<file path="src/rtl/mux4_rr_arbiter.sv">
// Round-robin arbiter driving a shared 4:1 data mux, with the chosen word held on a valid/ready output.
// Optional per-requester grant counters are enabled by defining MUX4_ARB_STATS_EN.
module mux4_rr_arbiter #(
    parameter int DATA_W = 8
) (
    input  logic                  clk,
    input  logic                  rst_n,
    input  logic [3:0]            req,
    input  logic [4*DATA_W-1:0]   in_data,
    output logic [3:0]            gnt,
    output logic [1:0]            sel,
    output logic [DATA_W-1:0]     out_data,
    output logic                  out_valid,
    input  logic                  out_ready,
    output logic                  busy
`ifdef MUX4_ARB_STATS_EN
    ,
    output logic [63:0]           grant_cnt
`endif
);

    // Handshake: a word transfers when out_valid & out_ready at a rising edge.
    // A requester's word is consumed in the cycle its gnt bit is high.
    typedef enum logic {
        IDLE = 1'b0,
        HOLD = 1'b1
    } state_t;

    state_t            state;
    state_t            state_next;
    logic [1:0]        ptr;
    logic [1:0]        winner;
    logic [1:0]        idx;
    logic              found;
    logic              load;
    logic [DATA_W-1:0] slice [4];

    always_comb begin
        for (int i = 0; i < 4; i++) begin
            slice[i] = in_data[i*DATA_W +: DATA_W];
        end
    end

    // Search starts just after the last winner; k=4 wraps back to ptr itself.
    always_comb begin
        winner = 2'd0;
        found  = 1'b0;
        idx    = 2'd0;
        for (int k = 1; k <= 4; k++) begin
            idx = ptr + k[1:0];
            if (!found && req[idx]) begin
                winner = idx;
                found  = 1'b1;
            end
        end
    end

    assign load = ((state == IDLE) || out_ready) && (|req);

    always_ff @(posedge clk or negedge rst_n) begin
        if (!rst_n) begin
            state <= IDLE;
        end else begin
            state <= state_next;
        end
    end

    always_comb begin
        state_next = state;
        if (load) begin
            state_next = HOLD;
        end else if ((state == HOLD) && out_ready) begin
            state_next = IDLE;
        end
    end

    always_comb begin
        gnt       = 4'b0000;
        out_valid = (state == HOLD);
        busy      = (state == HOLD);
        if (load) begin
            gnt[winner] = 1'b1;
        end
    end

    // Reset pointer of 3 gives requester 0 first priority.
    always_ff @(posedge clk or negedge rst_n) begin
        if (!rst_n) begin
            out_data <= '0;
            sel      <= 2'd0;
            ptr      <= 2'd3;
        end else if (load) begin
            out_data <= slice[winner];
            sel      <= winner;
            ptr      <= winner;
        end
    end

`ifdef MUX4_ARB_STATS_EN
    for (genvar g = 0; g < 4; g++) begin : g_cnt
        always_ff @(posedge clk or negedge rst_n) begin
            if (!rst_n) begin
                grant_cnt[16*g +: 16] <= 16'd0;
            end else if (gnt[g] && (grant_cnt[16*g +: 16] != 16'hFFFF)) begin
                grant_cnt[16*g +: 16] <= grant_cnt[16*g +: 16] + 16'd1;
            end
        end
    end
`endif

endmodule

</file>
<file path="config.mk">
export PLATFORM = sky130hd
export DESIGN_NAME = mux4_rr_arbiter
export DESIGN_NICKNAME = d
export VERILOG_FILES = /design/src/rtl/mux4_rr_arbiter.sv
export SDC_FILE = /design/constraint.sdc
export NUM_CORES = 1
export LEC_CHECK = 0
export BUFFER_PORTS_ARGS = -buffer_cell sky130_fd_sc_hd__buf_2
export CAP_MARGIN = 20
export CORE_UTILIZATION = 39
export CTS_BUF_LIST = sky130_fd_sc_hd__clkbuf_4 sky130_fd_sc_hd__clkbuf_8
export DETAILED_ROUTE_END_ITERATION = 10
export PLACE_DENSITY = 0.87
export SLEW_MARGIN = 20
export SYNTH_ARGS = -nofsm -noshare
export SYNTH_HDL_FRONTEND = slang
export SYNTH_SLANG_ARGS = --single-unit
</file>
<file path="constraint.sdc">
create_clock -name clk -period 1.7 [get_ports clk]
set_input_delay 0.255 -clock clk [delete_from_list [all_inputs] [get_ports clk]]
set_output_delay 0.255 -clock clk [all_outputs]
set_load 0.005 [all_outputs]
</file>
==> key figures <==
Status
  – Run status: finished, violations left
  – Failing checks: setup timing

Synth
  – Largest family of logic cells by synthesized area: multiplexers
  – Top post-synthesis cells by area: dfrtp_1 33%, mux2i_1 20%, o221ai_1 8.4%
  – Simple-gate share of the synthesized area: 15.07%
  – Mux cell area share after synthesis: about a fifth
  – Top cell type's share of synthesized area: 32.84%
  – XOR/XNOR Fraction of Synth Area: 0%
  – Synth unique cells: 20
  – Post-synthesis adder-cell area fraction: 0%
  – Mapped cell area: 838.3 um^2
  – Ys Warns: 0
  – Seq cells post-synth: 13
  – Sequential area share after synthesis: 39.10%
  – Post-synthesis compound-gate area fraction: 16.42%
  – Syn_area_per_cell: 9.862 um^2
  – Syn nets: 124
  – Syn Inst Count: between 80 and 90
  – Leading area contributor after synthesis: dfrtp_1

Floorplanning
  – Die footprint: 2339 um^2
  – Die H: 48.36 um
  – Initial Util: 42.30%
  – Die width: ~48 um
  – Row count: 16
  – Top-level port count: 55
  – Core ar.: 1982 um^2

GRT
  – GRT Total Usage: between 20% and 30%
  – First-pass GRT wire length: 4291 um
  – Largest net degree at the start of global routing: 14
  – Initial antenna violation count: 0
  – Vias in the first global route: 933
  – GR Overflow Total: 0

Critical path
  – Setup crit start kind: flip-flop
  – CP endpoint kind: output pin
  – Setup CP Type: reg2out
  – Crit path DAT: 1.74 ns
  – Crit path max fanout: 5
  – Critical Path RT: 1.44 ns
  – Reg2reg path depth: 6

Routing
  – Initial drt markers: 28
  – Antenna Nets Post-Route: 0
  – Post-route DRC violation count: 0
  – Post-Route WL: about 3200 um
  – Drt wl/cell: 17.72 um
  – Vias per inst: about 5.6
  – DRT Pass-1 Iters: 4
  – Via count: just under 1000

STA
  – Max-slew headroom at the worst pin: 73.25%
  – Max Freq: 0.5006 GHz
  – Fin crit share: 117.5%
  – Slew @ Worst Pin: 0.4012 ns
  – Max Slew Vio Count: 0
  – Setup WS post-layout: -0.2977 ns
  – Final setup vio count: 12
  – Final hold vios: 0
  – Min cycle time layout: 1.998 ns
  – Skew final: 0.002853 ns
  – Unrepaired setup endpoints after global routing: true

Placement
  – Placed cell areas: 1155 um^2
  – Post-detail-place hpwl: 1928 um
  – Routability-driven placement congestion ratio: 0.7408
  – Port bufs: 54

Finish
  – Final Core Density: 69.13%
  – Layout area overhead: 63.43%
  – # nets final: 191
  – Design area: 1370 um^2
  – Ant. Diodes: 0
  – Layout cells sized above 1: between 60% and 70%

Run
  – Max_cap viols: 0

Power and ir drop
  – P per Cell Area: 947.3 nW/um^2
  – P_leak: 0.7040 nW
  – VDD IR max: 436.8 uV

CTS
  – CTS tree: built
  – Clk sinks: 13
  – Clock buffer depth: 2
  – Clk pin slew, worst setup/hold paths: 0.09 ns
  – Clock root cell: clkbuf_4
  – CTS buffer count: 3
  – H-tree depth: 1
  – Worst-Skew Late Latency: just under 0.3 ns

Hold path
  – Hold path depth: 4
  – Hold WC Path Type: in2reg
## per-layer routing
| metal | track usage (%) | part of all wire [%] | up-vias | wire length [um] |
|---|---|---|---|---|
| li1 | - | - | 437 | - |
| met2 | 45.77 | 53 | 58 | 1679 |
| met5 | 0 | 0 | - | 0 |
| met1 | 24.90 | 35 | 481 | 1091 |
| met3 | 6.289 | 7.0 | 13 | 222 |
| met4 | 14.71 | 5.1 | 0 | 162 |
## area by class of cell
cell class	count	area, um^2
Clock buffer	4	30.03
Fill cell	129	611.8
Tap cell	27	33.78
Sequential cell	13	327.8
Multi-Input combinational cell	62	518.0
Inverter	3	11.26
Timing Repair Buffer	69	449.2
## cell usage in the layout (no fill, tap or decap), types with 3 or more instances in the layout
| cell type | netlist | final |
|---|---|---|
| mux2i_1 | 17 | 14 |
| buf_2 | 3 | 53 |
| buf_8 | 0 | 3 |
| dfrtp_1 | 11 | 11 |
| buf_6 | 2 | 7 |
| a21oi_2 | 1 | 4 |
| clkbuf_4 | 0 | 4 |
| o221ai_1 | 8 | 7 |
| buf_4 | 1 | 4 |
| nand2_1 | 16 | 15 |
| nor2_1 | 7 | 4 |
## critical path: stages (launching register included)
cell and delay (ns):
dfstp_2 0.61, mux2i_1 0.25, o221a_4 0.27, inv_2 0.06, nor2_1 0.12, buf_2 0.14
## registers in the layout, indices dropped and copies added, names as in the netlist
signal and count:
ptr 2, sel 2, out_data 8, busy 1
## report_power, final
| group | switching (W) | total, W | internal (W) |
|---|---|---|---|
| logic | 0.000286 | 0.000633 | 0.000347 |
| clock network | 0.000115 | 0.000222 | 0.000107 |
| registers | 0.0000541 | 0.000443 | 0.000388 |
| total | 0.000455 | 0.00130 | 0.000843 |
## cell families after synthesis
| kind of cell | after synthesis |
|---|---|
| mux | 17 |
| flops | 13 |
| simple gates | 28 |
| buf+inv | 10 |
| compound gates | 17 |
## worst paths after layout
check	slack, ns	endpoint	startpoint
max	-0.30	gnt[2]	ptr[1]$_DFFE_PN1P_
min	0.26	busy$_DFFE_PN0P_	out_ready
max reg2reg	-0.19	out_data[5]$_DFFE_PN0P_	ptr[1]$_DFFE_PN1P_
min reg2reg	0.48	out_data[1]$_DFFE_PN0P_	out_data[1]$_DFFE_PN0P_
max in group asynchronous	1.02	ptr[0]$_DFFE_PN1P_	rst_n
min in group asynchronous	0.38	out_data[6]$_DFFE_PN0P_	rst_n
## cell usage after synthesis (all sizes together)
| library cell | number |
|---|---|
| dfrtp | 11 |
| nor2 | 7 |
| mux2i | 17 |
| inv | 3 |
| nand2 | 17 |
| a21oi | 6 |
| nor4 | 1 |
| buf | 7 |
| a21o | 1 |
| nand2b | 2 |
| dfstp | 2 |
| a31oi | 1 |
| nor2b | 1 |
| o221a | 1 |
| o221ai | 8 |
## stage by stage
step / setup TNS [ns] / power (W) / hold WS (ns) / instances / worst slack, ns
6_report: -2.195 / 0.001298 / 0.2587 / 178 / -0.2977
3_5_place_dp: -0.07356 / 0.0009058 / 0.1581 / 166 / -0.02650
3_3_place_gp: 0 / 0.0008832 / 0.1534 / 166 / 0.04939
5_1_grt: -2.647 / 0.001355 / 0.2799 / 178 / -0.3112
2_1_floorplan: 0 / 0.0007125 / -0.04059 / 85 / 0.07375
4_1_cts: -1.043 / 0.001207 / 0.2426 / 178 / -0.1836
## timing repair
| item | CTS | global route |
|---|---|---|
| setup endpoints to repair | 9 | 12 |
| hold endpoints to repair | 11 | 0 |
| buffers inserted | 7 | 3 |
| pin swaps | 9 | 8 |
| hold buffers | 1 | 0 |
| gates resized for setup | 9 | 22 |
Power figures use the tool's default switching activity.
